[src/rtl/uart_com.sv]
// 8N1 UART for the memory controller's COM port: independent TX and RX engines,
// a one-byte receive holding register with read-ready / write-ready status.
module uart_com #(
    parameter int CLK_FREQ = 50000000,
    parameter int BAUD     = 115200
) (
    input  logic       clk50M,
    input  logic       rst,
    input  logic [7:0] tx_data,
    input  logic       tx_start,
    output logic       tx_ready,
    output logic [7:0] rx_data,
    output logic       rx_ready,
    input  logic       rx_ack,
    output logic       frame_err,
    output logic       overrun,
    output logic       txd,
    input  logic       rxd
);
    localparam int DIV = CLK_FREQ / BAUD;
    localparam int CW  = (DIV > 1) ? $clog2(DIV) : 1;
    localparam logic [CW-1:0] LAST = CW'(DIV - 1);
    localparam logic [CW-1:0] HALF = CW'(DIV / 2 - 1);

    typedef enum logic [1:0] {IDLE, START, DATA, STOP} state_t;

    state_t          tx_state_reg, tx_state_next;
    logic [CW-1:0]   tx_cnt_reg, tx_cnt_next;
    logic [2:0]      tx_idx_reg, tx_idx_next;
    logic [7:0]      tx_byte_reg, tx_byte_next;

    always_ff @(posedge clk50M) begin
        if (rst) begin
            tx_state_reg <= IDLE;
            tx_cnt_reg   <= '0;
            tx_idx_reg   <= '0;
            tx_byte_reg  <= '0;
        end else begin
            tx_state_reg <= tx_state_next;
            tx_cnt_reg   <= tx_cnt_next;
            tx_idx_reg   <= tx_idx_next;
            tx_byte_reg  <= tx_byte_next;
        end
    end

    always_comb begin
        tx_state_next = tx_state_reg;
        tx_cnt_next   = tx_cnt_reg;
        tx_idx_next   = tx_idx_reg;
        tx_byte_next  = tx_byte_reg;
        case (tx_state_reg)
            IDLE: if (tx_start) begin
                tx_byte_next  = tx_data;
                tx_cnt_next   = '0;
                tx_idx_next   = '0;
                tx_state_next = START;
            end
            START: if (tx_cnt_reg == LAST) begin
                tx_cnt_next   = '0;
                tx_state_next = DATA;
            end else tx_cnt_next = tx_cnt_reg + CW'(1);
            DATA: if (tx_cnt_reg == LAST) begin
                tx_cnt_next = '0;
                if (tx_idx_reg == 3'd7) tx_state_next = STOP;
                else tx_idx_next = tx_idx_reg + 3'd1;
            end else tx_cnt_next = tx_cnt_reg + CW'(1);
            STOP: if (tx_cnt_reg == LAST) begin
                tx_cnt_next   = '0;
                tx_state_next = IDLE;
            end else tx_cnt_next = tx_cnt_reg + CW'(1);
            default: tx_state_next = IDLE;
        endcase
    end

    // txd decodes straight from the state register so reset forces it high at once
    always_comb begin
        txd = 1'b1;
        case (tx_state_reg)
            START:   txd = 1'b0;
            DATA:    txd = tx_byte_reg[tx_idx_reg];
            default: txd = 1'b1;
        endcase
    end

    assign tx_ready = (tx_state_reg == IDLE);

    logic            rx_meta_reg, rxs_reg;
    state_t          rx_state_reg, rx_state_next;
    logic [CW-1:0]   rx_cnt_reg, rx_cnt_next;
    logic [2:0]      rx_idx_reg, rx_idx_next;
    logic [7:0]      rx_shift_reg, rx_shift_next;
    logic            rx_brk_reg, rx_brk_next;
    logic [7:0]      rx_data_reg, rx_data_next;
    logic            rx_ready_reg, rx_ready_next;
    logic            frame_err_reg, frame_err_next;
    logic            overrun_reg, overrun_next;
    logic            deliver;

    always_ff @(posedge clk50M) begin
        if (rst) begin
            rx_meta_reg   <= 1'b1;
            rxs_reg       <= 1'b1;
            rx_state_reg  <= IDLE;
            rx_cnt_reg    <= '0;
            rx_idx_reg    <= '0;
            rx_shift_reg  <= '0;
            rx_brk_reg    <= 1'b0;
            rx_data_reg   <= '0;
            rx_ready_reg  <= 1'b0;
            frame_err_reg <= 1'b0;
            overrun_reg   <= 1'b0;
        end else begin
            rx_meta_reg   <= rxd;
            rxs_reg       <= rx_meta_reg;
            rx_state_reg  <= rx_state_next;
            rx_cnt_reg    <= rx_cnt_next;
            rx_idx_reg    <= rx_idx_next;
            rx_shift_reg  <= rx_shift_next;
            rx_brk_reg    <= rx_brk_next;
            rx_data_reg   <= rx_data_next;
            rx_ready_reg  <= rx_ready_next;
            frame_err_reg <= frame_err_next;
            overrun_reg   <= overrun_next;
        end
    end

    always_comb begin
        rx_state_next  = rx_state_reg;
        rx_cnt_next    = rx_cnt_reg;
        rx_idx_next    = rx_idx_reg;
        rx_shift_next  = rx_shift_reg;
        rx_brk_next    = rx_brk_reg;
        rx_data_next   = rx_data_reg;
        rx_ready_next  = rx_ready_reg;
        frame_err_next = 1'b0;
        overrun_next   = 1'b0;
        deliver        = 1'b0;
        case (rx_state_reg)
            IDLE: if (!rxs_reg) begin
                rx_cnt_next   = '0;
                rx_state_next = START;
            end
            START: if (rx_cnt_reg == HALF) begin
                rx_cnt_next   = '0;
                rx_idx_next   = '0;
                rx_state_next = rxs_reg ? IDLE : DATA;
            end else rx_cnt_next = rx_cnt_reg + CW'(1);
            DATA: if (rx_cnt_reg == LAST) begin
                rx_cnt_next   = '0;
                rx_shift_next = {rxs_reg, rx_shift_reg[7:1]};
                if (rx_idx_reg == 3'd7) rx_state_next = STOP;
                else rx_idx_next = rx_idx_reg + 3'd1;
            end else rx_cnt_next = rx_cnt_reg + CW'(1);
            STOP: begin
                // After a low stop bit, hold here until the line returns high (break)
                if (rx_brk_reg) begin
                    if (rxs_reg) begin
                        rx_brk_next   = 1'b0;
                        rx_state_next = IDLE;
                    end
                end else if (rx_cnt_reg == LAST) begin
                    rx_cnt_next = '0;
                    if (rxs_reg) begin
                        deliver       = 1'b1;
                        rx_state_next = IDLE;
                    end else begin
                        frame_err_next = 1'b1;
                        rx_brk_next    = 1'b1;
                    end
                end else rx_cnt_next = rx_cnt_reg + CW'(1);
            end
            default: rx_state_next = IDLE;
        endcase
        // A completing byte takes priority over an acknowledge in the same cycle
        if (deliver) begin
            rx_data_next  = rx_shift_reg;
            rx_ready_next = 1'b1;
            overrun_next  = rx_ready_reg && !rx_ack;
        end else if (rx_ack) begin
            rx_ready_next = 1'b0;
        end
    end

    assign rx_data   = rx_data_reg;
    assign rx_ready  = rx_ready_reg;
    assign frame_err = frame_err_reg;
    assign overrun   = overrun_reg;
endmodule

[config.mk]
export PLATFORM = sky130hd
export DESIGN_NAME = uart_com
export DESIGN_NICKNAME = d
export VERILOG_FILES = /design/src/rtl/uart_com.sv
export SDC_FILE = /design/constraint.sdc
export NUM_CORES = 1
export LEC_CHECK = 0
export CORE_AREA = 4 4 93 73
export CTS_CLUSTER_DIAMETER = 100
export DETAILED_ROUTE_END_ITERATION = 12
export DIE_AREA = 0 0 97 77
export MAX_ROUTING_LAYER = met4
export PLACE_DENSITY = 0.81
export RECOVER_POWER = 50
export SLEW_MARGIN = 20
export SYNTH_ARGS = -nofsm -noshare
export SYNTH_HDL_FRONTEND = slang
export SYNTH_SLANG_ARGS = --single-unit
[constraint.sdc]
create_clock -name clk50M -period 4.5 [get_ports clk50M]
set_input_delay 0.45 -clock clk50M [delete_from_list [all_inputs] [get_ports clk50M]]
set_output_delay 0.45 -clock clk50M [all_outputs]
set_load 0.02 [all_outputs]
-- Word level (Yosys, flattened, before mapping)
Cells that the tools add are included.
- memories kept: 0
- memory bits (read-only): 0
- register bits after elaboration: 58
- latch bits: 0
- bits in writable memories: 0
- reductions and logical operators: 17
- shift-type cells: 0
- multipliers: 0
- equality and inequality tests: 24
- magnitude comparators: 1
- multiplexer cells: 43
- div/mod/pow operators: 0
- bitwise logic cells: 2
- add/subtract/negate cells: 4
- operators by type and width (cell ; number):
    $mux W9 ; 6
    $pmux W9 S4 ; 1
    $mux W2 ; 13
    $ne A2 B2 Y1 const B ; 12
    $add A9 B1 Y9 const B ; 2
    $eq A9 B9 Y1 const B ; 2
    $mux W3 ; 6
    $pmux W9 S2 ; 1
    $pmux W2 S4 ; 2
    $pmux W3 S2 ; 2
    $mux W1 ; 10
    $reduce_and A5 Y1 ; 2
    $eq A9 B8 Y1 const B ; 1
    $eq A2 B2 Y1 const B ; 4
    $reduce_and A4 Y1 ; 2
    $add A3 B1 Y3 const B ; 2
    $eq A3 B3 Y1 const B ; 2
    $reduce_and A2 Y1 ; 3
    $reduce_bool A2 Y1 ; 3
    $reduce_or A3 Y1 ; 2
    $eq A2 B1 Y1 const B ; 2
    $logic_not A2 Y1 ; 2
    $lt A3 B4 Y1 const B ; 1
    $bmux W1 S3 ; 1
    other kinds (6) ; 7

-- Depth between registers and ports, before layout
Gate-level depths: netlist of run 1.
- depth after elaboration: 6
- depth in mapped cells: 7

-- Worst setup path after synthesis of run 1
OpenSTA, ideal clock, no wires.
- kind: flip-flop to flip-flop
- start point: register tx_state_reg[0]
- end point: register tx_idx_reg[0]
- slack: 2567 ps
- arrival: 1863 ps
- stages on the path, launching flop included: 8
- period minus slack after synthesis: 1933 ps
- library setup time: 70 ps
- cell sequence: dfxtp_1 > inv_1 > ha_1 > clkbuf_1 > nor2b_1 > a41oi_2 > or4b_1 > a21oi_1
- word-level cells in the longest chain between the ends: 3
- ends and longest elaborated chain (what ; line ; source):
    start: declaration ; 27 ; state_t tx_state_reg, tx_state_next;
    start signal: assignment ; 39 ; tx_state_reg <= tx_state_next;
    $logic_not A2 Y1 (*) ; -- ;
    via tx_ready ; 11 ; output logic tx_ready,
    $ne A2 B2 Y1 (no line) or $reduce_bool A2 Y1 (tied branches) ; -- ;
    $reduce_and A4 Y1 (no line) ; -- ;
    end signal: assignment ; 41 ; tx_idx_reg <= tx_idx_next;
    end: declaration ; 29 ; logic [2:0] tx_idx_reg, tx_idx_next;
The timed path passes the listed nets; every way through them passes the cells marked *.
A chain may end at the register's enable or synchronous reset.

==> results.sh, run 1 <==
export IMPL_dp_hpwl_mm=4.32
export IMPL_synth_warning_count=0
export IMPL_max_cap_violations=0
export IMPL_finalCriticalPeriod_ns=2.68
export IMPL_rows=24
export IMPL_synth_ff_type="sky130_fd_sc_hd__dfxtp_1"
export IMPL_synthesis_to_finish_area_growth_pct=15.8
export IMPL_initialDrtViolationCount=122
export IMPL_timing_hold_worst_start="rx_meta_reg$_SDFF_PP1_"
export IMPL_fin_worst_skew_ns=0.0104
export IMPL_post_synth_instance_area_um2=2880
export IMPL_critical_path_cell_chain="dlygate4sd3_1, clkbuf_1, a211oi_1, a221o_1"
export IMPL_synth_seq_cells=58
export IMPL_floorplan_initialDensity=0.497
export IMPL_post_cts_resized=0
export IMPL_finalMaxSlewViolations=0
export IMPL_run_status="completed"
export IMPL_hold_viol_final=0
export IMPL_layout_cells_most_common="sky130_fd_sc_hd__dfxtp_1"
export IMPL_post_synth_inst_count=316
export IMPL_drc=0
export IMPL_dr_total_vias=2428
export IMPL_timing_worst_slew_pin_value_ns=1.08
export IMPL_worst_endpoint_arrival_ns=2.91
export IMPL_multi_input_comb_area_um2=1600
export IMPL_insertedDiodeCount=0
export IMPL_post_cts_buffers=0
export IMPL_worst_setup_path_startpoint="rst"
export IMPL_worst_setup_path_start_kind="input port"
export IMPL_cts_tree="done"
export IMPL_crit_path_end_kind="flop"
export IMPL_fin_setup_tns_ns=0
export IMPL_cts_max_level=3
export IMPL_placeableCoreArea_um2=5800
export IMPL_highest_count_cells_in_the_layout_ignoring_fill_and_taps="58 x sky130_fd_sc_hd__dfxtp_1, 28 x sky130_fd_sc_hd__nor2_1, 25 x sky130_fd_sc_hd__nand2_1, 24 x sky130_fd_sc_hd__a21oi_1, 19 x sky130_fd_sc_hd__mux2i_1"
export IMPL_cts_buffers_inserted=9
export IMPL_crit_family="buffers and inverters"
export IMPL_dieArea_um2=7470
export IMPL_cts_root_buffer="sky130_fd_sc_hd__clkbuf_8"
export IMPL_grt_max_degree=28
export IMPL_seq_area_frac_synth=0.403
export IMPL_routabilityCongestion=0.883
export IMPL_dp_cells=404
export IMPL_final_period_utilization=0.596
export IMPL_path_class="input port to flop"
export IMPL_critical_path_slowest_cell="sky130_fd_sc_hd__dlygate4sd3_1"
export IMPL_syn_num_nets=343
export IMPL_max_slew_margin_rel=0.275
export IMPL_groute_usage_overall=0.175
export IMPL_p_leak_nw=1.17
export IMPL_chipWidth_um=97
export IMPL_cp_max_fo=27
export IMPL_synth_edf_count=0
export IMPL_synth_distinct_cells=57
export IMPL_first_pass_grt_wire_length_mm=10.5
export IMPL_path_buf_inv=2
export IMPL_post_route_cells_drive_above_1_share=0.0819
export IMPL_fp_dieH_um=77
export IMPL_avgRoutedWirePerCell_um=14.4
export IMPL_globalRoute_totalOverflow=0
export IMPL_io_pins=26
export IMPL_ff_latch_area_um2=1160
export IMPL_number_of_sinks_on_the_clock_net=58
export IMPL_required_ns=4.73
export IMPL_power_density_cell_area_nw_per_um2=402
export IMPL_cts_hold_buf=0
export IMPL_ys_async_sr_fraction=0
export IMPL_clock_fmax_mhz=373
export IMPL_p_total_mw=1.34
export IMPL_finalSetupViolCount=0
export IMPL_critical_path_max_stage_delay_ns=1.25
export IMPL_layoutNonFillerInstCount=420
export IMPL_worst_r2r_startpoint="tx_state_reg[0]$_SDFFE_PP0P_"
export IMPL_antenna_found_initial=0
export IMPL_routed_wirelength_mm=6.06
export IMPL_final_nets=364
export IMPL_fin_hold_ws_ns=0.417
export IMPL_antenna_left=0
export IMPL_n_fill_cell=491
export IMPL_clkTransAtPathRegs_ns=0.07
export IMPL_ir_drop_worst_vdd_uv=199
export IMPL_grt_pass1_vias=2335
export IMPL_hold_class="flop to flop"
export IMPL_io_buffers=25
export IMPL_setup_repair_after_global_routing_missed_its_margin="false"
export IMPL_clock_buffer_depth=2
export IMPL_first_pass_iters=4
export IMPL_worst_skew_pair_latency_ns=0.34
export IMPL_postLayoutCoreUtil=0.575
export IMPL_post_drt_via_cell_ratio=5.78
export IMPL_synth_area_per_cell_um2=9.11
==> routing by layer <==
metal / share of wire / global-route usage
met1: 0.48 / 0.216
met2: 0.45 / 0.260
met3: 0.055 / 0.0571
met4: 0.024 / 0.0799
met5: 0 / -
==> worst reg2reg max path: stages, from the launching register on <==
cell	delay, ns
sky130_fd_sc_hd__dfxtp_1	0.34
sky130_fd_sc_hd__inv_1	0.11
sky130_fd_sc_hd__ha_1	0.44
sky130_fd_sc_hd__nor2b_1	0.57
sky130_fd_sc_hd__o21ai_1	0.39
sky130_fd_sc_hd__a211oi_1	0.31
==> cell type report <==
| type | count | area share |
|---|---|---|
| multi-input cells | 230 | 0.480 |
| clock inverters | 5 | 0.00901 |
| clock buffers | 11 | 0.0424 |
| flip-flops and latches | 58 | 0.348 |
| repair buffers | 27 | 0.0784 |
| inverters | 11 | 0.0124 |
| well taps | 78 | 0.0293 |
==> through the flow <==
| step | setup slack, ns | area [um^2] |
|---|---|---|
| final | 1.82 | 3330 |
| after CTS | 1.91 | 3340 |
| after floorplan | 2.57 | 2880 |
| after global placement | 1.97 | 3170 |
| after global routing | 1.73 | 3330 |
| after detailed placement | 1.88 | 3170 |
==> path summary, 6_finish.rpt <==
kind	slack, ns	end	depth (start not counted)
worst min register to register	0.42	rxs_reg$_SDFF_PP1_	1
worst min-delay path	0.42	rxs_reg$_SDFF_PP1_	1
worst max-delay path	1.82	rx_cnt_reg[8]$_SDFFE_PP0P_	4
worst max register to register	2.24	tx_cnt_reg[1]$_SDFFE_PP0N_	5
==> report_power, final <==
group | internal [mW] | switching [mW] | leakage [nW]
registers | 0.551 | 0.0371 | 0.470
clock network | 0.211 | 0.200 | 0.0851
logic | 0.140 | 0.203 | 0.615
==> cell usage after synthesis, types with 3 or more instances <==
master	instances	share of area
sky130_fd_sc_hd__nand2_1	25	0.033
sky130_fd_sc_hd__o21ai_0	9	0.016
sky130_fd_sc_hd__a31oi_1	3	0.0065
sky130_fd_sc_hd__xnor2_1	4	0.012
sky130_fd_sc_hd__and4_1	3	0.0091
sky130_fd_sc_hd__nand4_1	9	0.020
sky130_fd_sc_hd__a211o_1	3	0.0091
sky130_fd_sc_hd__o22ai_1	3	0.0065
sky130_fd_sc_hd__inv_1	11	0.014
sky130_fd_sc_hd__nor2_1	28	0.036
sky130_fd_sc_hd__dfxtp_1	58	0.40
sky130_fd_sc_hd__clkbuf_1	8	0.010
sky130_fd_sc_hd__ha_1	14	0.061
sky130_fd_sc_hd__nand3_1	18	0.031
sky130_fd_sc_hd__nor3_1	5	0.0087
sky130_fd_sc_hd__a211oi_1	4	0.010
sky130_fd_sc_hd__buf_2	6	0.010
sky130_fd_sc_hd__mux2i_1	19	0.066
sky130_fd_sc_hd__nor2b_1	4	0.0087
sky130_fd_sc_hd__a21oi_1	24	0.042
sky130_fd_sc_hd__nand4b_1	3	0.0091
sky130_fd_sc_hd__nand2b_1	3	0.0065
sky130_fd_sc_hd__and2_1	3	0.0065
sky130_fd_sc_hd__o21a_1	3	0.0078
sky130_fd_sc_hd__nor4_1	5	0.011
==> cell families after synthesis <==
group	count (synthesis)	synth area share
fa+ha+maj	14	0.0608
compound gates	66	0.156
mux	21	0.0817
xor+xnor	6	0.0182
buf+inv	28	0.0408
simple gates	123	0.239
flops	58	0.403
No activity file was read; power rests on OpenSTA's default activity.
==> run 2: changes to the inputs <==
PLACE_DENSITY = 0.83   (was 0.81)
clock period = 2.4 ns   (was 4.5 ns; I/O delays follow)
==> results.sh, run 2 (same netlist as run 1, synthesis figures left out) <==
export IMPL_drc=0
export IMPL_avgRoutedWirePerCell_um=13.9
export IMPL_placeableCoreArea_um2=5800
export IMPL_critical_path_max_stage_delay_ns=0.54
export IMPL_post_drt_via_cell_ratio=5.55
export IMPL_groute_usage_overall=0.167
export IMPL_fin_worst_skew_ns=0.0120
export IMPL_required_ns=2.16
export IMPL_fp_dieH_um=77
export IMPL_p_total_mw=2.66
export IMPL_final_period_utilization=0.930
export IMPL_worst_endpoint_arrival_ns=1.99
export IMPL_antenna_left=0
export IMPL_setup_reg_to_reg_worst_slack_ns=0.32
export IMPL_io_buffers=25
export IMPL_cts_buffers_inserted=9
export IMPL_synthesis_to_finish_area_growth_pct=17.5
export IMPL_worst_setup_path_start_kind="flop"
export IMPL_routabilityCongestion=0.945
export IMPL_crit_path_frequent_cell="sky130_fd_sc_hd__mux2i_1"
export IMPL_critical_path_slowest_cell="sky130_fd_sc_hd__clkdlybuf4s50_1"
export IMPL_rows=24
export IMPL_crit_path_end_kind="output port"
export IMPL_hold_class="flop to flop"
export IMPL_max_cap_violations=0
export IMPL_routed_wirelength_mm=5.91
export IMPL_run_status="completed"
export IMPL_chipWidth_um=97
export IMPL_crit_family="multiplexers"
export IMPL_grt_max_degree=29
export IMPL_clkTransAtPathRegs_ns=0.07
export IMPL_finalSetupViolCount=0
export IMPL_io_pins=26
export IMPL_ir_drop_worst_vdd_uv=399
export IMPL_globalRoute_totalOverflow=0
export IMPL_critical_path_cell_chain="mux4_2, mux2i_1, mux2i_1, clkdlybuf4s50_1"
export IMPL_number_of_sinks_on_the_clock_net=58
export IMPL_clock_fmax_mhz=448
export IMPL_fin_setup_tns_ns=0
export IMPL_final_nets=369
export IMPL_setup_repair_after_global_routing_missed_its_margin="false"
export IMPL_hold_viol_final=0
export IMPL_finalCriticalPeriod_ns=2.23
export IMPL_insertedDiodeCount=0
export IMPL_max_slew_margin_rel=0.240
export IMPL_dr_total_vias=2359
export IMPL_post_cts_buffers=0
export IMPL_timing_worst_slew_pin_value_ns=1.14
export IMPL_grt_pass1_vias=2251
export IMPL_clock_buffer_depth=2
export IMPL_antenna_found_initial=0
export IMPL_worst_skew_pair_latency_ns=0.33
export IMPL_power_density_cell_area_nw_per_um2=786
export IMPL_path_class="flop to output port"
export IMPL_cts_root_buffer="sky130_fd_sc_hd__clkbuf_8"
export IMPL_initialDrtViolationCount=117
export IMPL_cp_max_fo=5
export IMPL_layout_cells_most_common="sky130_fd_sc_hd__dfxtp_1"
export IMPL_floorplan_initialDensity=0.497
export IMPL_highest_count_cells_in_the_layout_ignoring_fill_and_taps="57 x sky130_fd_sc_hd__dfxtp_1, 28 x sky130_fd_sc_hd__nor2_1, 25 x sky130_fd_sc_hd__nand2_1, 24 x sky130_fd_sc_hd__a21oi_1, 19 x sky130_fd_sc_hd__mux2i_1"
export IMPL_p_leak_nw=1.21
export IMPL_cts_tree="done"
export IMPL_dieArea_um2=7470
export IMPL_dp_hpwl_mm=4.23
export IMPL_post_route_cells_drive_above_1_share=0.0893
export IMPL_first_pass_grt_wire_length_mm=10.2
export IMPL_cts_max_level=3
export IMPL_first_pass_iters=6
export IMPL_path_buf_inv=1
export IMPL_finalMaxSlewViolations=0
==> run 2: cell types whose count changed in the layout (fill, tap and decap cells not counted), sizes merged <==
| cell | change |
|---|---|
| clkbuf | +2 |
| bufinv | +1 |
| buf | +3 |
| clkinvlp | -1 |
==> run 2: through the flow <==
step	area (um^2)	setup WS, ns	hold WS, ns	instances	util
floorplan	2880	0.467	0.344	316	-
detailed placement	3210	0.432	0.403	409	0.554
finish	3380	0.168	0.417	425	0.584
global placement	3210	0.475	0.395	409	0.554
CTS	3410	0.0706	0.419	425	0.589
global route	3380	0.0371	0.451	425	0.584
==> run 2: path summary, 6_finish.rpt <==
kind / from / endpoint / cells after the start
setup / recovery: tx_idx_reg[0]$_SDFFE_PP0P_ / txd / 4
hold / removal: rx_meta_reg$_SDFF_PP1_ / rxs_reg$_SDFF_PP1_ / 1
setup reg to reg: rx_cnt_reg[0]$_SDFFE_PP0P_ / rx_cnt_reg[2]$_SDFFE_PP0P_ / 7
hold reg to reg: rx_meta_reg$_SDFF_PP1_ / rxs_reg$_SDFF_PP1_ / 1
==> run 2: worst register-to-register path: stages, from the launching register on <==
cell                        delay (ns)
sky130_fd_sc_hd__dfxtp_1          0.36
sky130_fd_sc_hd__inv_1            0.08
sky130_fd_sc_hd__ha_1             0.13
sky130_fd_sc_hd__nor4b_1          0.61
sky130_fd_sc_hd__a2111oi_0        0.23
sky130_fd_sc_hd__clkbuf_1         0.18
sky130_fd_sc_hd__o21a_1           0.22
sky130_fd_sc_hd__o22a_1           0.17
==> run 2: routing by layer <==
layer  part of all wire  global-route usage  vias to the layer above
li1                   -                   -                     1208
met1               0.49               0.212                     1092
met2               0.45               0.247                       54
met3              0.053              0.0626                        5
met4             0.0069              0.0519                        0
met5                  0                   -                        -
==> run 2: where the power goes <==
| part | leakage (nW) | internal, mW | switching [mW] |
|---|---|---|---|
| combinational | 0.631 | 0.275 | 0.365 |
| sequential | 0.470 | 1.03 | 0.0703 |
| clock | 0.105 | 0.530 | 0.384 |
| total | 1.21 | 1.84 | 0.819 |
==> run 2: cell type report <==
type / count / area [um^2]
repair buffers: 32 / 292
clock inverters: 5 / 52.6
inverters: 11 / 41.3
flip-flops and latches: 58 / 1160
fillers: 521 / 2410
multi-input cells: 230 / 1590
clock buffers: 11 / 151
well taps: 78 / 97.6
==> run 2: timing repair <==
| action | in CTS | in global routing |
|---|---|---|
| hold buffers | 0 | 0 |
| endpoints found under the hold margin | 0 | 0 |
| endpoints found under the setup margin | 0 | 1 |
| resized for setup | 0 | 1 |
==> run 3: changes to the inputs <==
ABC_AREA = 0   (was not set)
PLACE_DENSITY = not set   (was 0.83)
PLACE_DENSITY_LB_ADDON = 0.25   (was not set)
SLEW_MARGIN = not set   (was 20)
==> results.sh, run 3 (same netlist as run 1, synthesis figures left out) <==
export IMPL_max_cap_violations=0
export IMPL_initialDrtViolationCount=102
export IMPL_hold_viol_final=0
export IMPL_cts_tree="done"
export IMPL_p_leak_nw=1.21
export IMPL_cts_root_buffer="sky130_fd_sc_hd__clkbuf_8"
export IMPL_antenna_found_initial=0
export IMPL_required_ns=2.16
export IMPL_multi_input_comb_area_um2=1600
export IMPL_final_period_utilization=0.837
export IMPL_rows=24
export IMPL_worst_endpoint_arrival_ns=1.77
export IMPL_chipWidth_um=97
export IMPL_globalRoute_totalOverflow=0
export IMPL_fin_hold_ws_ns=0.438
export IMPL_fin_setup_tns_ns=0
export IMPL_layout_cells_most_common="sky130_fd_sc_hd__dfxtp_1"
export IMPL_n_fill_cell=509
export IMPL_routabilityCongestion=0.874
export IMPL_highest_count_cells_in_the_layout_ignoring_fill_and_taps="58 x sky130_fd_sc_hd__dfxtp_1, 28 x sky130_fd_sc_hd__nor2_1, 25 x sky130_fd_sc_hd__nand2_1, 24 x sky130_fd_sc_hd__a21oi_1, 19 x sky130_fd_sc_hd__mux2i_1"
export IMPL_clock_buffer_depth=2
export IMPL_run_status="completed"
export IMPL_dr_total_vias=2390
export IMPL_cts_buffers_inserted=9
export IMPL_path_class="flop to output port"
export IMPL_hold_class="flop to flop"
export IMPL_fp_dieH_um=77
export IMPL_dieArea_um2=7470
export IMPL_post_route_cells_drive_above_1_share=0.0951
export IMPL_fin_worst_skew_ns=0.00861
export IMPL_max_slew_margin_rel=0.563
export IMPL_crit_path_end_kind="output port"
export IMPL_cts_hold_buf=0
export IMPL_worst_setup_path_start_kind="flop"
export IMPL_worst_skew_pair_latency_ns=0.33
export IMPL_first_pass_iters=4
export IMPL_io_pins=26
export IMPL_p_total_mw=2.59
export IMPL_groute_usage_overall=0.166
export IMPL_post_drt_via_cell_ratio=5.62
export IMPL_place_area_um2=3210
export IMPL_power_density_cell_area_nw_per_um2=763
export IMPL_number_of_sinks_on_the_clock_net=58
export IMPL_floorplan_initialDensity=0.497
export IMPL_cts_max_level=3
export IMPL_final_nets=369
export IMPL_cp_max_fo=12
export IMPL_io_buffers=25
export IMPL_avgRoutedWirePerCell_um=13.8
export IMPL_clock_fmax_mhz=498
export IMPL_antenna_left=0
export IMPL_preCtsSetupSlack_ns=0.439
export IMPL_finalSetupViolCount=0
export IMPL_grt_pass1_vias=2247
export IMPL_routed_wirelength_mm=5.85
export IMPL_timing_worst_slew_pin_value_ns=0.652
export IMPL_drc=0
export IMPL_finalCriticalPeriod_ns=2.01
export IMPL_ir_drop_worst_vdd_uv=406
export IMPL_dp_hpwl_mm=4.21
export IMPL_finish_instance_area_um2=3390
export IMPL_ff_latch_area_um2=1160
export IMPL_finalMaxSlewViolations=0
export IMPL_clkTransAtPathRegs_ns=0.06
export IMPL_placeableCoreArea_um2=5800
export IMPL_grt_max_degree=28
export IMPL_first_pass_grt_wire_length_mm=10.1
export IMPL_setup_repair_after_global_routing_missed_its_margin="false"
export IMPL_synthesis_to_finish_area_growth_pct=17.6
export IMPL_insertedDiodeCount=0
export IMPL_fin_ws_ns=0.392
-- run 3: worst paths after layout --
check                                  to  slack, ns                         start  depth (start not counted)
min                    rxs_reg$_SDFF_PP1_       0.44        rx_meta_reg$_SDFF_PP1_                          1
max reg2reg  tx_state_reg[1]$_SDFFE_PP0P_       0.46  tx_state_reg[0]$_SDFFE_PP0P_                          8
min reg2reg            rxs_reg$_SDFF_PP1_       0.44        rx_meta_reg$_SDFF_PP1_                          1
max                              tx_ready       0.39  tx_state_reg[0]$_SDFFE_PP0P_                          4
-- run 3: layer usage --
| metal | part of all wire | GRT usage | wire (um) | up-vias |
|---|---|---|---|---|
| li1 | - | - | - | 1210 |
| met1 | 0.50 | 0.213 | 2930 | 1114 |
| met2 | 0.44 | 0.249 | 2550 | 61 |
| met3 | 0.057 | 0.0580 | 331 | 5 |
| met4 | 0.0075 | 0.0463 | 44 | 0 |
| met5 | 0 | - | 0 | - |
-- run 3: metrics by stage --
step                 util  cells
global placement    0.554    409
CTS                 0.586    425
finish              0.584    425
floorplan               -    316
detailed placement  0.554    409
global route        0.584    425
-- run 3: final cells by class --
| type | count | share of cell area |
|---|---|---|
| well taps | 78 | 0.0288 |
| flip-flops and latches | 58 | 0.343 |
| clock buffers | 10 | 0.0377 |
| multi-input cells | 230 | 0.472 |
| repair buffers | 32 | 0.0890 |
| clock inverters | 6 | 0.0170 |
| inverters | 11 | 0.0122 |
-- run 3: critical path: stages (launching register included) --
cell and delay (ns):
sky130_fd_sc_hd__dfxtp_1 0.34, sky130_fd_sc_hd__inv_1 0.11, sky130_fd_sc_hd__ha_1 0.19, sky130_fd_sc_hd__buf_4 0.19, sky130_fd_sc_hd__clkdlybuf4s50_1 0.62
-- run 3: timing repair --
item	in CTS	in global routing
endpoints found under the setup margin	0	1
gates resized for setup	0	1
buffers inserted	0	0
-- run 3: where the power goes --
| part | switching, mW | leakage (nW) | total (mW) | internal, mW |
|---|---|---|---|---|
| Clock | 0.369 | 0.0958 | 0.841 | 0.472 |
| Combinational | 0.368 | 0.647 | 0.641 | 0.272 |
| Sequential | 0.0711 | 0.470 | 1.10 | 1.03 |
| Total | 0.809 | 1.21 | 2.59 | 1.78 |
==> edit 1: new RTL, config.mk and constraints of run 3 <==
Set the parameter `CLK_FREQ` to 100000000 (it was 50000000).
--- a/src/rtl/uart_com.sv
+++ b/src/rtl/uart_com.sv
@@ -3,3 +3,3 @@
 module uart_com #(
-    parameter int CLK_FREQ = 50000000,
+    parameter int CLK_FREQ = 100000000,
     parameter int BAUD     = 115200
Check against the original RTL: no difference found for any inputs over 10 cycles, from zero or initial values and one cycle with rst high; that may be too few to reach the edited logic, so the function may still have changed.
==> edit 1 against run 3 <==
Combinational power decreased by 31%. Cell area decreased by 0.37%. Via count decreased by 3.9%. Area after synthesis decreased by 2.0%. Highest routed layer unchanged. Largest cell class unchanged. Power decreased by 2.1%. Routed wire length increased by 1.1%. Sequential cell count increased by 2. Sequential share of layout area increased by 1.4 points. Worst setup slack got worse by 0.27 ns.
==> edit 1: results (changes against run 3) <==
clkCellAreaFrac: 0.0664  # was 0.0547
finClkSkew_ns: 0.0103  # was 0.00861 ns
synthFlopType: "dfxtp_1"  # unchanged
gp_congestion: 0.815  # was 0.874
drt_iter0_drc: 154  # was 102
synthMuxAreaShare: 0.0589  # was 0.0817
synth_compound_area_frac: 0.116  # was 0.156
synth_area_leaders: "dfxtp_1 43%, ha_1 5.3%, a21oi_1 4.6%, nand2_1 4.3%, nand3_1 4.1%"  # was dfxtp_1 40%, mux2i_1 6.6%, ha_1 6.1%, a21oi_1 4.2%, nor2_1 3.6%
io_buffer_count: 25  # unchanged
netlist-cell-type-count: 49  # was 57
track_usage: 0.173  # was 0.166
worst_pin_slew_ns: 0.815  # was 0.652 ns
clockBufferDepth: 2  # unchanged
use_met2: 0.261  # was 0.249
endpoint: "txd"  # was tx_ready
fill_cells: 533  # was 509
grtUsageMet3: 0.0499  # was 0.0580
crit_start: "tx_idx_reg[0]"  # was tx_state_reg[0]
synth_common_cells: "60 x dfxtp_1, 32 x nand2_1, 30 x nor2_1"  # was 58 x dfxtp_1, 28 x nor2_1, 25 x nand2_1
p_leak_nw: 1.24  # was 1.21 nW
clkTransAtPathRegs_ns: 0.08  # was 0.06 ns
drive_gt1_frac: 0.108  # was 0.0951
avgRoutedWirePerCell_um: 13.8  # about the same
n_all_inverters: 8  # was 11
drtPass1Iterations: 4  # unchanged
rr_endpoint: "rx_cnt_reg[3]"  # was tx_state_reg[1]
r2r_cells: 6  # was 8
worstPathMaxFanout: 5  # was 12
status: "complete, no violations"  # unchanged
grt_pass1_wl_um: 10500  # was 10100 µm
worstPathArrival_ns: 2.04  # was 1.77 ns
seq_cell_count: 60  # was 58
grt_use_met1: 0.227  # was 0.213
seq_area_frac_synth: 0.425  # was 0.403
grt_max_degree: 19  # was 28
multi_input_area_mm2: 0.00152  # was 0.00160 mm²
max_freq_mhz: 438  # was 498 MHz
preCtsSetupSlack_ns: 0.388  # was 0.439 ns
grt_pass1_vias: 2272  # was 2247
buffers: 33  # was 32
via_per_inst: 5.35  # was 5.62
seq-cell-share: 0.356  # was 0.343
buf_share: 0.0897  # was 0.0890
clock_buffers: 9  # was 10
worst_ir_drop_vdd_uv: 365  # was 406 µV
synth_fa_ha_area_frac: 0.0532  # was 0.0608
r2r_setup_slack_ns: 0.37  # was 0.46 ns
p_clk_frac: 0.399  # was 0.325
nets: 371  # was 369
p_int_w: 0.00181  # was 0.00178 W
dp_hpwl_um: 4170  # was 4210 µm
min_to: "rxs_reg"  # unchanged
nMultiInputCombCells: 234  # was 230
reg2reg_from: "rx_cnt_reg[1]"  # was tx_state_reg[0]
synth-xor-area-share: 0.0434  # was 0.0182
[edit 1: timing repair]
item,4_1_cts,5_1_grt
endpoints found under the hold margin,0,0
resized for setup,0,1
buffers inserted,0,0
hold buffers,0,0
setup endpoints to repair,0,1
[edit 1: metrics by stage]
stage	total power, W	cell area (µm²)	hold WS, ns	cells
floorplan	0.00140	2820	0.344	318
global placement	0.00154	3160	0.397	413
detailed placement	0.00155	3160	0.409	413
CTS	0.00257	3390	0.418	429
global route	0.00267	3370	0.422	429
finish	0.00253	3370	0.410	429
[edit 1: worst max-delay path, cell delays in order (launching register included)]
cell,delay (ns)
dfxtp_2,0.39
mux4_2,0.51
mux2i_1,0.14
mux2i_1,0.11
clkdlybuf4s50_1,0.56
[edit 1: per-layer routing]
layer,wire length (µm),part of all wire
met2,2510,0.42
met5,0,0
met3,162,0.027
met1,3180,0.54
met4,69,0.012
==> edit 2: new RTL, config.mk and constraints of run 3 <==
Made on the original files. Register the output `overrun` once more; this adds one clock of latency there. The other outputs are not delayed to match.
--- a/src/rtl/uart_com.sv
+++ b/src/rtl/uart_com.sv
@@ -186,3 +186,5 @@
     assign frame_err = frame_err_reg;
-    assign overrun   = overrun_reg;
+    always_ff @(posedge clk50M) begin
+        overrun <= overrun_reg;
+    end
 endmodule
Formal check against the unedited RTL: same outputs for any inputs over 10 cycles, from zero or initial values and one cycle with rst high; that may be too few to reach the edited logic, so the function may still have changed.
==> edit 2 against run 3 <==
Worst setup slack lost 0.23 ns. Area after synthesis is 1.8% higher. Routed wire length is 5.1% higher. Critical path depth is the same. Sequential cell count rose by 1. Cell area is 1.9% higher. Power grew 10%. Count of clock-buffer cells in the layout is the same. Clock power increased by 21%. Cell count up 1.9%. Highest routed layer unchanged.
==> edit 2: results (changes against run 3) <==
wl_met3_um: 333  # was 331 µm
track_usage: 0.174  # was 0.166
p_leak_nw: 1.37  # was 1.21 nW
finClkSkew_ns: 0.00521  # was 0.00861 ns
slew_headroom: 0.540  # was 0.563
status: "complete, no violations"  # unchanged
netlist-cell-type-count: 53  # was 57
reg2reg_from: "rx_cnt_reg[1]"  # was tx_state_reg[0]
dp.cells: 417  # was 409
rr_endpoint: "rx_data[0]"  # was tx_state_reg[1]
worstHoldPathType: "in2reg"  # was reg2reg
syn-instance-count: 329  # was 316
clkTransAtPathRegs_ns: 0.07
synth_area_leaders: "dfxtp_1 40%, mux2i_1 7.8%, ha_1 6.0%, nor2_1 4.2%, nand2_1 4.0%"  # was dfxtp_1 40%, mux2i_1 6.6%, ha_1 6.1%, a21oi_1 4.2%, nor2_1 3.6%
drv_slew: 0  # unchanged
seq_area_frac_synth: 0.403  # about the same
worst_ir_drop_vdd_uv: 522  # was 406 µV
grt_max_degree: 38  # was 28
nets: 377  # was 369
yosysWarnings: 0  # unchanged
via_per_inst: 5.70  # was 5.62
r2r_setup_slack_ns: 0.34  # was 0.46 ns
avgRoutedWirePerCell_um: 14.2  # was 13.8 µm
dr_wl_met2_um: 2580  # was 2550 µm
synth_common_cells: "59 x dfxtp_1, 33 x nor2_1, 31 x nand2_1"  # was 58 x dfxtp_1, 28 x nor2_1, 25 x nand2_1
synthFlopType: "dfxtp_1"  # unchanged
whs_path_depth: 2  # was 1
gp_congestion: 0.851  # was 0.874
vias: 2468  # was 2390
dp_hpwl_um: 4210  # about the same
hold_ws_ns: 0.291  # was 0.438 ns
grt_pass1_vias: 2271  # was 2247
drtPass1Iterations: 5  # was 4
drt-met1-wl_um: 3180  # was 2930 µm
crit_start: "tx_idx_reg[0]"  # was tx_state_reg[0]
synth_nets: 356  # was 343
grt_pass1_wl_um: 10600  # was 10100 µm
min_to: "tx_cnt_reg[0]"  # was rxs_reg
r2r_cells: 7  # was 8
-- edit 2: cell type report --
type                       count  area [µm²]
sequential                    59        1180
inverter                      14        52.6
multi-input combinational    234        1600
clock buffer                  10         138
clock inverter                 6        88.8
timing repair buffer          32         290
fill                         487        2340
tap                           78        97.6
-- edit 2: worst max path at each step --
stage               endpoint  cells after the start
6_report                 txd                      4
5_1_grt                  txd                      4
3_5_place_dp             txd                      4
4_1_cts                  txd                      4
2_1_floorplan  tx_idx_reg[0]                      6
3_3_place_gp             txd                      4
-- edit 2: critical path, stage by stage (launching register included) --
cell,delay (ns)
dfxtp_2,0.38
mux4_2,0.51
mux2i_1,0.15
mux2i_1,0.09
clkdlybuf4s50_1,0.54
-- edit 2: repair_timing --
item / in CTS / in global routing
endpoints found under the hold margin: 0 / 0
gates resized for setup: 0 / 1
setup endpoints to repair: 0 / 1
-- edit 2: kinds of logic (layout without fill, tap and decap cells) --
family,after synthesis,after routing,synth area share
buffers and inverters,36,62,0.0512
DFF,59,59,0.403
muxes,25,25,0.0939
AOI/OAI and AO/OA,73,73,0.178
and+or+nand+nor,122,122,0.214
adders and majority gates,14,14,0.0597
-- edit 2: stage by stage --
step / cell area, µm² / total power, W / worst slack [ns] / util
global placement: 3230 / 0.00184 / 0.476 / 0.557
finish: 3450 / 0.00285 / 0.158 / 0.595
floorplan: 2930 / 0.00163 / 0.690 / -
CTS: 3460 / 0.00288 / 0.0572 / 0.597
global route: 3450 / 0.00301 / 0.0377 / 0.595
detailed placement: 3230 / 0.00186 / 0.423 / 0.557
-- edit 2: per-layer routing --
metal	up-vias	global-route usage
met5	-	-
met4	0	0.0673
met3	6	0.0435
met2	81	0.239
met1	1135	0.245
li1	1246	-
-- edit 2: power by group --
part / internal [W] / switching [W]
Combinational: 0.000294 / 0.000417
Clock: 0.000612 / 0.000407
Sequential: 0.00104 / 0.0000728
